<file path="config.mk">
export PLATFORM = sky130hd
export DESIGN_NAME = mul_controller
export DESIGN_NICKNAME = d
export VERILOG_FILES = /design/src/rtl/mul_controller.sv
export SDC_FILE = /design/constraint.sdc
export NUM_CORES = 1
export LEC_CHECK = 0
export BUFFER_PORTS_ARGS = -buffer_cell sky130_fd_sc_hd__buf_2
export CAP_MARGIN = 10
export CORE_MARGIN = 2
export CORE_UTILIZATION = 44
export CTS_CLUSTER_DIAMETER = 60
export CTS_CLUSTER_SIZE = 20
export DETAILED_ROUTE_END_ITERATION = 7
export PLACE_DENSITY_LB_ADDON = 0.12
export SYNTH_ARGS = -nofsm -noshare
export SYNTH_HDL_FRONTEND = slang
export SYNTH_SLANG_ARGS = --single-unit
</file>
<file path="constraint.sdc">
create_clock -name clk -period 2.1 [get_ports clk]
set_input_delay 0 -clock clk [delete_from_list [all_inputs] [get_ports clk]]
set_output_delay 0 -clock clk [all_outputs]
set_load 0.1 [all_outputs]
</file>
<file path="src/rtl/mul_controller.sv">
// rtl/mul_controller.sv - sequencing FSM for the repeated-addition multiplier datapath
module mul_controller #(
   parameter int WIDTH = 16
) (
   input  logic             clk,
   input  logic             rst_n,
   input  logic             abort,
   input  logic             op_valid,
   output logic             op_ready,
   input  logic [WIDTH-1:0] op_data,
   input  logic             res_ack,
   output logic             busy,
   output logic             done,
   output logic [WIDTH-1:0] iter_cnt,
   output logic [WIDTH-1:0] dp_data,
   output logic             ldA,
   output logic             ldB,
   output logic             ldP,
   output logic             clrP,
   output logic             decB,
   input  logic             eqz
);

   localparam logic [1:0] IDLE  = 2'd0;
   localparam logic [1:0] GET_B = 2'd1;
   localparam logic [1:0] ACC   = 2'd2;
   localparam logic [1:0] DONE  = 2'd3;

   logic [1:0] state;
   logic [1:0] state_next;
   logic       lda_c, ldb_c, ldp_c, clrp_c, decb_c;
   logic       cnt_clr, cnt_inc;

   assign dp_data = op_data;

   always_comb begin
      state_next = state;
      op_ready   = 1'b0;
      busy       = 1'b0;
      done       = 1'b0;
      lda_c      = 1'b0;
      ldb_c      = 1'b0;
      ldp_c      = 1'b0;
      clrp_c     = 1'b0;
      decb_c     = 1'b0;
      cnt_clr    = 1'b0;
      cnt_inc    = 1'b0;
      case (state)
         GET_B: begin
            op_ready = 1'b1;
            busy     = 1'b1;
            if (op_valid) begin
               ldb_c      = 1'b1;
               clrp_c     = 1'b1;
               cnt_clr    = 1'b1;
               state_next = ACC;
            end
         end
         ACC: begin
            busy = 1'b1;
            if (eqz) begin
               state_next = DONE;
            end else begin
               ldp_c   = 1'b1;
               decb_c  = 1'b1;
               cnt_inc = 1'b1;
            end
         end
         DONE: begin
            done = 1'b1;
            if (res_ack) begin
               state_next = IDLE;
            end
         end
         default: begin
            op_ready = 1'b1;
            if (op_valid) begin
               lda_c      = 1'b1;
               state_next = GET_B;
            end
         end
      endcase
      // abort wins over everything; the counter keeps the aborted run's count
      if (abort) begin
         state_next = IDLE;
         lda_c      = 1'b0;
         ldb_c      = 1'b0;
         ldp_c      = 1'b0;
         clrp_c     = 1'b0;
         decb_c     = 1'b0;
         cnt_clr    = 1'b0;
         cnt_inc    = 1'b0;
      end
   end

   // Strobes drop the instant reset asserts, not at the next edge
   assign ldA  = lda_c  & rst_n;
   assign ldB  = ldb_c  & rst_n;
   assign ldP  = ldp_c  & rst_n;
   assign clrP = clrp_c & rst_n;
   assign decB = decb_c & rst_n;

   always_ff @(posedge clk or negedge rst_n) begin
      if (!rst_n) begin
         state    <= IDLE;
         iter_cnt <= '0;
      end else begin
         state <= state_next;
         if (cnt_clr) begin
            iter_cnt <= '0;
         end else if (cnt_inc) begin
            iter_cnt <= iter_cnt + WIDTH'(1);
         end
      end
   end

endmodule

</file>
==> flow_summary.ini, run 1 <==
[cells_and_area]
fin_nets = 164
post_route_cells_drive_above_1_share = 0.3897
n_antenna_cell = 0
area_growth_pct = 13.72
fin_area_sq_um = 1296

[synthesis]
post-synth-top-area-cell = dfrtp_1
synthAdderAreaFrac = 0.05488
postSynthAreaPerCell_sq_um = 9.579
syn_nets = 146
syn_area_sq_um = 1140
ys_seq_area_frac = 0.3952
synth-xor-area-share = 0.06147
synth_top_family_by_area = simple AND/OR/NAND/NOR gates
ys_warn_count = 0
synthCells = 119
synth_top_area_frac = 0.3952
ys_top_cells_by_area = dfrtp_1 (40%), buf_4 (12%), ha_1 (5.5%)
yosysUniqueCellTypes = 32
synthMuxAreaShare = 0.01756
yosys.area_share.simple = 0.2503
synth_compound_area_frac = 0.08233
ys_ff_latch = 18

[clock_tree]
cts_made_buffers = 3
cts_htree_levels = 1
clock-sinks = 18
postCtsSetupRepairBufs = 0
cts_tree = done
ctsLongestPathBuffers = 2
path_clk_slew_ns = 0.10
cts_resized = 0
clock_latency_ns = 0.29
cts-root-buf = clkbuf_4
hold_buffers = 2

[timing]
hold_violations = 0
period_share = 0.9269
slew_headroom = 0.6774
finalClockSkew_ns = 0.003497
grt_setup_unrepaired = false
fmax_mhz = 513.7
fin_crit_ns = 1.947
fin_setup_tns_ns = 0
finalSetupViolations = 0
worst_pin_slew_ns = 0.4872
slew_viol_final = 0

[drt]
drc = 0
wl_per_cell_um = 14.15
initialDrtViolationCount = 23
viasPerCell = 5.373
dr.pass1.iters = 4
ant_nets = 0
vias = 892
wirelength_mm = 2.349

[grt]
grt_max_degree = 22
grtUsageTotal = 0.1696
grt_pass1_vias = 774
antenna_found_initial = 0
grt_pass1_wl_mm = 3.588
grt_overflow_total = 0

[pwr]
leakage_nw = 0.6338
comb_power_share = 0.416
p_per_area_nw_per_um2 = 803.6
ir_drop_uv = 929.4
cellInternalPower_mw = 0.5692
p_sw_mw = 0.4724
switching_share = 0.4535
p_clk_frac = 0.201
p_seq_frac = 0.383

[placed_design]
gp_congestion = 0.7978
placed_cell_area_sq_um = 1240
dp_hpwl_mm = 1.791
port_buffers = 29

[floorplan]
initial_core_util = 0.4643
core_sq_um = 2455
die_area_sq_um = 3013
die_h_um = 54.90
ios = 62
dieWidth_um = 54.90
rows = 18

[worst_setup_path]
cp.required_ns = 2.10
worst-path-max-fanout = 6
crit_arrival_ns = 1.95
path_class = reg2out
end_kind = output pin
critPathLaunchType = flip-flop

[run]
drv_cap = 0

[status]
status = completed

[hold_path]
min_path_type = in2out
-- placed cells by master (no fill, tap or decap), types with 3 or more instances in the layout --
| master | count |
|---|---|
| nand3_1 | 5 |
| a21oi_1 | 5 |
| xor2_1 | 6 |
| nor2_1 | 10 |
| inv_1 | 4 |
| and3_1 | 4 |
| dfrtp_1 | 8 |
| o21ai_0 | 4 |
| clkbuf_4 | 3 |
| nand4_1 | 4 |
| or4_1 | 3 |
| ha_1 | 5 |
| buf_2 | 27 |
| nand2_1 | 6 |
| dfrtp_2 | 10 |
-- routing by layer --
metal	global-route usage	wire length [um]	up-vias
met1	0.2266	1067	422
met3	0.06720	209	4
li1	-	-	434
met5	0	0	-
met4	0.04065	16	0
met2	0.2579	1055	32
-- logic make-up after synthesis --
logic type	count (synthesis)
compound gates	15
fa+ha+maj	5
flops	18
simple gates	47
xor+xnor	8
mux	2
buf+inv	24
-- critical path: stages (launching register included) --
cell and delay, ns:
dfrtp_1 0.41, inv_1 0.10, ha_1 0.28, nor3b_4 0.28
buf_4 0.19, and2_2 0.21, buf_12 0.18
-- area by class of cell --
| class | instances | area [sq um] |
|---|---|---|
| fill | 238 | 1159 |
| tap | 30 | 37.54 |
| multi-input combinational | 77 | 534.3 |
| clock buffer | 4 | 36.28 |
| sequential | 18 | 462.9 |
| inverter | 4 | 15.01 |
| timing repair buffer | 33 | 210.2 |
-- through the flow --
step | util | setup WS, ns | std cells | hold slack [ns] | total power, mW
2_1_floorplan | - | 0.1018 | 119 | -0.2956 | 0.9103
3_3_place_gp | 0.5051 | 0.2804 | 160 | -0.02650 | 0.8320
3_5_place_dp | 0.5051 | 0.1948 | 160 | -0.02863 | 0.8384
4_1_cts | 0.5280 | 0.1244 | 166 | 0.0006813 | 1.056
5_1_grt | 0.5280 | 0.03610 | 166 | 0.0002508 | 1.101
6_report | 0.5280 | 0.1535 | 166 | 0.0001125 | 1.042
-- power by group through the flow --
stage | Sequential (mW) | Combinational [mW] | Clock [mW]
floorplan | 0.520 | 0.391 | 0
global placement | 0.403 | 0.429 | 0
detailed placement | 0.405 | 0.433 | 0
CTS | 0.398 | 0.436 | 0.222
global route | 0.402 | 0.459 | 0.240
finish | 0.399 | 0.433 | 0.210
-- cells in the mapped netlist (all sizes together) --
cell type and instances:
buf 18, dfrtp 18, nor2 11, nand2 6, nand3 6, xor2 6, a21oi 5, ha 5
and3 4, inv 4, nand4 4, o21ai 4, or3 4, and2 3, or4 3, clkbuf 2
mux2i 2, o211ai 2, xnor2 2, a211oi 1, and4 1, and4bb 1, nor2b 1, nor3 1
nor3b 1, o21ba 1, o221ai 1, o31ai 1, or2b 1
-- final timing paths --
path / from / to / slack [ns] / depth (start not counted)
max in group asynchronous: rst_n / iter_cnt[4]$_DFFE_PN0P_ / 1.59 / 2
worst min-delay path: op_data[15] / dp_data[15] / 0.0001 / 0
worst max-delay path: state[0]$_DFFE_PN0P_ / decB / 0.15 / 6
worst max register to register: state[0]$_DFFE_PN0P_ / iter_cnt[14]$_DFFE_PN0P_ / 0.18 / 6
worst min register to register: iter_cnt[9]$_DFFE_PN0P_ / iter_cnt[9]$_DFFE_PN0P_ / 0.55 / 2
min in group asynchronous: rst_n / iter_cnt[7]$_DFFE_PN0P_ / 0.18 / 2
-- registers in the layout (all words and copies together) (netlist names) --
| name | count |
|---|---|
| iter_cnt | 16 |
| state | 2 |
Power figures use the tool's default switching activity.
==> run 2, diff against run 1 <==
--- a/config.mk
+++ b/config.mk
@@ -13,6 +13,7 @@
 export CTS_CLUSTER_SIZE = 20
 export DETAILED_ROUTE_END_ITERATION = 7
 export PLACE_DENSITY_LB_ADDON = 0.12
+export SETUP_SLACK_MARGIN = 0.4
 export SYNTH_ARGS = -nofsm -noshare
 export SYNTH_HDL_FRONTEND = slang
 export SYNTH_SLANG_ARGS = --single-unit
==> run 2 against run 1 <==
Worst setup slack gained 0.26 ns. Clock power decreased by 20%. Clock skew fell by 0.0024 ns. Core utilization up 5.7 points. Cell area rose by 11%. Die area stayed put. Sequential power grew 4%. Total power increased by 2.5%. Largest power group unchanged.
==> flow_summary.ini, run 2 (synthesis results as in run 1) <==
[timing]
worst_pin_slew_ns = 0.4881
finalClockSkew_ns = 0.001145
grt_setup_unrepaired = true
finalSetupViolations = 0
fmax_mhz = 591.6
fin_setup_tns_ns = 0
period_share = 0.8049
slew_viol_final = 0
hold_violations = 0
slew_headroom = 0.6769
fin_crit_ns = 1.690

[grt]
antenna_found_initial = 0
grt_max_degree = 22
grt_pass1_wl_mm = 3.870
grtUsageTotal = 0.1863
grt_pass1_vias = 808
grt_overflow_total = 0

[floorplan]
ios = 62
initial_core_util = 0.4643
die_h_um = 54.90
die_area_sq_um = 3013
core_sq_um = 2455
rows = 18
dieWidth_um = 54.90

[clock_tree]
cts_made_buffers = 3
cts-root-buf = clkbuf_4
path_clk_slew_ns = 0.10
cts_tree = done
cts_htree_levels = 1
clock-sinks = 18
ctsLongestPathBuffers = 2
clock_latency_ns = 0.29

[hold_path]
min_from = op_data[1]
min_delay_path_depth = 0
min_path_type = in2out
whs_endpoint = dp_data[1]

[worst_setup_path]
r2r_start = state[0]$_DFFE_PN0P_
path_class = reg2reg
critPathLaunchType = flip-flop
reg2reg_to = iter_cnt[15]$_DFFE_PN0P_
path_cells = inv_2 > ha_4 > nor3b_4 > nand3_4 > or4_1 > a21oi_1
cp.required_ns = 2.32
cp_slowest_cell = or4_1
worst-path-max-fanout = 6
cp_num_buf_inv = 1
critical_path.top_delay_family = simple AND/OR/NAND/NOR gates
regToRegSetupSlack_ns = 0.41
ff2ff_path_depth = 6
crit_start = state[0]$_DFFE_PN0P_
end_kind = flip-flop
crit_arrival_ns = 1.91
worst_path_largest_cell_delay_ns = 0.48

[cells_and_area]
fill_cells = 209
area_growth_pct = 26.02
post_route_cells_drive_above_1_share = 0.5035
final_common_cell = buf_2
fin_nets = 170
final_cell_mix = buf_2 (25), nor2_1 (10), dfrtp_2 (8)
largest-register = iter_cnt
top_regs = iter_cnt x16, state x2
largest_reg_flops = 16
n_antenna_cell = 0

[drt]
initialDrtViolationCount = 5
wl_per_cell_um = 14.82
ant_nets = 0
vias = 912
viasPerCell = 5.333
dr.pass1.iters = 4
wirelength_mm = 2.534
drc = 0

[placed_design]
gp_congestion = 0.8108
port_buffers = 29
dp_hpwl_mm = 1.758

[status]
status = completed

[pwr]
leakage_nw = 0.6473
p_per_area_nw_per_um2 = 743.4
ir_drop_uv = 721.1
power_mw = 1.068

[run]
drv_cap = 0
## run 2: changes by cell type in the layout (fill, tap and decap cells not counted), sizes merged
cell,before,now
buf,31,35
clkbuf,4,5
## run 2: worst max-delay path by stage
stage                          endpoint  slack (ns)  cells past startpoint
6_report       iter_cnt[15]$_DFFE_PN0P_        0.41                      6
5_1_grt        iter_cnt[15]$_DFFE_PN0P_        0.31                      6
4_1_cts        iter_cnt[11]$_DFFE_PN0P_        0.41                      6
3_5_place_dp   iter_cnt[13]$_DFFE_PN0P_        0.25                      6
3_3_place_gp   iter_cnt[15]$_DFFE_PN0P_        0.33                      6
2_1_floorplan  iter_cnt[15]$_DFFE_PN0P_        0.24                      6
## run 2: area by class of cell
class                           count  area (sq um)  area share
Multi-Input combinational cell     77         610.6      0.4251
Sequential cell                    18         483.0      0.3362
Timing Repair Buffer               39         267.8      0.1864
Tap cell                           30         37.54     0.02613
Clock buffer                        3         22.52     0.01568
Inverter                            4         15.01     0.01045
## run 2: routing by layer
layer,share of wire,GRT usage,vias up
met5,0,0,-
met4,0.011,0.06098,0
met3,0.057,0.03763,5
met2,0.51,0.3075,26
met1,0.43,0.2437,437
li1,-,-,444
## run 2: worst register-to-register path, stage by stage, from the launching register on
cell and delay, ns:
dfrtp_1 0.40, inv_2 0.08, ha_4 0.14, nor3b_4 0.25, nand3_4 0.13, or4_1 0.48, a21oi_1 0.13
## run 2: through the flow
stage / hold slack (ns) / setup slack, ns / instances / cell area (sq um) / utilization
floorplan: -0.2956 / 0.2422 / 119 / 1212 / -
global placement: -0.02490 / 0.3317 / 160 / 1255 / 0.5112
detailed placement: -0.02799 / 0.2517 / 160 / 1255 / 0.5112
CTS: 0.0006813 / 0.4099 / 171 / 1394 / 0.5678
global route: 0.0001569 / 0.3087 / 171 / 1436 / 0.5851
finish: 0.00003856 / 0.4097 / 171 / 1436 / 0.5851
## run 2: timing repair
action	4_1_cts	5_1_grt
setup endpoints to repair	9	13
endpoints found under the hold margin	20	0
gates resized for setup	13	9
setup buffers	6	0
hold buffers	2	0
pin swaps	2	6
## run 2: power by group
group	leakage, nW	internal, mW	switching (mW)	total, mW
logic	0.409	0.121	0.364	0.485
clock network	0.0138	0.0667	0.102	0.169
registers	0.224	0.381	0.0335	0.414
total	0.647	0.568	0.499	1.07
==> run 3, diff against run 2 <==
==> constraint.sdc (replaced) <==
create_clock -name clk -period 1.6 [get_ports clk]
set_input_delay 0 -clock clk [delete_from_list [all_inputs] [get_ports clk]]
set_output_delay 0 -clock clk [all_outputs]
set_load 0.1 [all_outputs]
==> run 3 against run 2 <==
The run now ends with setup timing left. Clock skew rose by 0.0024 ns. Cell area is 31% higher. Sequential power rose by 30%. First-iteration DRC count up 60%. Total power increased by 70%.
==> flow_summary.ini, run 3 (synthesis results as in run 1) <==
[drt]
drc = 0
dr.pass1.iters = 4
wirelength_mm = 3.217
initialDrtViolationCount = 8
wl_per_cell_um = 16.50
ant_nets = 0
vias = 1070
viasPerCell = 5.487

[pwr]
ir_drop_uv = 1118
p_seq_frac = 0.298
p_per_area_nw_per_um2 = 965.3
leakage_nw = 0.8093
switching_share = 0.4222
cellInternalPower_mw = 1.048
p_sw_mw = 0.7653
p_clk_frac = 0.154
power_mw = 1.813
comb_power_share = 0.548

[clock_tree]
cts_htree_levels = 1
ctsLongestPathBuffers = 2
cts_tree = done
clock-sinks = 18
cts-root-buf = clkbuf_4
clock_latency_ns = 0.29
cts_made_buffers = 3
path_clk_slew_ns = 0.10

[timing]
fin_crit_ns = 1.725
fin_setup_tns_ns = -0.5072
fin_ws_ns = -0.1252
grt_setup_unrepaired = true
slew_viol_final = 0
worst_pin_slew_ns = 0.4970
hold_ws_ns = 0.00004387
slew_headroom = 0.6676
finalSetupViolations = 8
hold_violations = 0
period_share = 1.078
fmax_mhz = 579.6
finalClockSkew_ns = 0.003565

[floorplan]
ios = 62
core_sq_um = 2455
initial_core_util = 0.4643
rows = 18
die_area_sq_um = 3013
dieWidth_um = 54.90
die_h_um = 54.90

[grt]
grt_max_degree = 11
grt_pass1_wl_mm = 4.747
grtUsageTotal = 0.2258
antenna_found_initial = 0
grt_overflow_total = 0
grt_pass1_vias = 992

[hold_path]
min_delay_path_depth = 0
min_from = op_data[11]
min_path_type = in2out
whs_endpoint = dp_data[11]

[run]
drv_cap = 0

[worst_setup_path]
cp_slowest_cell = or4_4
cp_num_buf_inv = 1
regToRegSetupSlack_ns = -0.13
worst_path_largest_cell_delay_ns = 0.50
reg2reg_to = iter_cnt[15]$_DFFE_PN0P_
cp.required_ns = 1.83
r2r_start = state[0]$_DFFE_PN0P_
ff2ff_path_depth = 6
critPathLaunchType = flip-flop
critical_path.top_delay_family = simple AND/OR/NAND/NOR gates
crit_arrival_ns = 1.95
end_kind = flip-flop
path_cells = inv_2 > ha_4 > nor3b_4 > nand3_4 > or4_4 > a21oi_2
path_class = reg2reg
worst-path-max-fanout = 6
crit_start = state[0]$_DFFE_PN0P_

[placed_design]
placed_cell_area_sq_um = 1474
dp_hpwl_mm = 1.911
place_inst = 175
preCtsSetupSlack_ns = -0.04222
gp_congestion = 0.7826
port_buffers = 29

[status]
status = complete, but fails checks
violations = setup timing

[cells_and_area]
instances_no_fill = 195
final_cell_mix = buf_4 (23), buf_2 (14), buf_6 (13), nor2_1 (10), dfrtp_4 (10)
final_common_cell = buf_4
fin_nets = 193
top_regs = iter_cnt x16, state x2
n_antenna_cell = 0
post_route_cells_drive_above_1_share = 0.6727
area_growth_pct = 64.76
fin_area_sq_um = 1878
fill_cells = 160
largest-register = iter_cnt
largest_reg_flops = 16
utilization = 0.7650
run 3: cell count changes in the layout (fill, tap and decap cells not counted), sizes merged:
cell	previous run	this run
clkbuf	5	6
buf	35	58
run 3: worst reg2reg max path, delay by kind of cell (launching register included):
kind,cells,cell delay [ns]
adder cells (fa/ha/maj),1,0.15
AO/OA/AOI/OAI,1,0.13
AND/OR/NAND/NOR,3,0.88
buffers and inverters,1,0.09
flip-flops,1,0.40
run 3: power groups by stage:
| stage | logic, mW | registers (mW) | clock network (mW) |
|---|---|---|---|
| final | 0.993 | 0.540 | 0.280 |
| after global routing | 1.04 | 0.544 | 0.301 |
| after CTS | 0.904 | 0.538 | 0.286 |
| after detailed placement | 0.642 | 0.555 | 0 |
| after global placement | 0.633 | 0.552 | 0 |
| after floorplan | 0.534 | 0.708 | 0 |
run 3: how the worst max path moves through the flow:
stage                                     to  depth (start not counted)
finish              iter_cnt[15]$_DFFE_PN0P_                          6
CTS                 iter_cnt[15]$_DFFE_PN0P_                          6
global placement        state[0]$_DFFE_PN0P_                          6
global route        iter_cnt[15]$_DFFE_PN0P_                          6
detailed placement      state[0]$_DFFE_PN0P_                          6
floorplan           iter_cnt[15]$_DFFE_PN0P_                          6
run 3: layout make-up:
type                       instances  area (sq um)  area share
tap                               30         37.54     0.01999
clock buffer                       4         36.28     0.01932
multi-input combinational         77         706.9      0.3764
sequential                        18         495.5      0.2638
inverter                           4         17.52    0.009327
timing repair buffer              62         584.3      0.3111
run 3: timing repair:
item	CTS	global route
pin swaps	9	8
buffers inserted	10	4
gates resized for setup	45	13
cloned	0	0
hold endpoints to repair	20	0
hold buffers	2	0
endpoints found under the setup margin	30	31
run 3: per-layer routing:
metal | up-vias | GRT usage | share of wire
li1 | 489 | - | -
met1 | 524 | 0.2825 | 0.43
met2 | 51 | 0.3829 | 0.49
met3 | 6 | 0.04301 | 0.060
met4 | 0 | 0.08943 | 0.014
met5 | - | 0 | 0
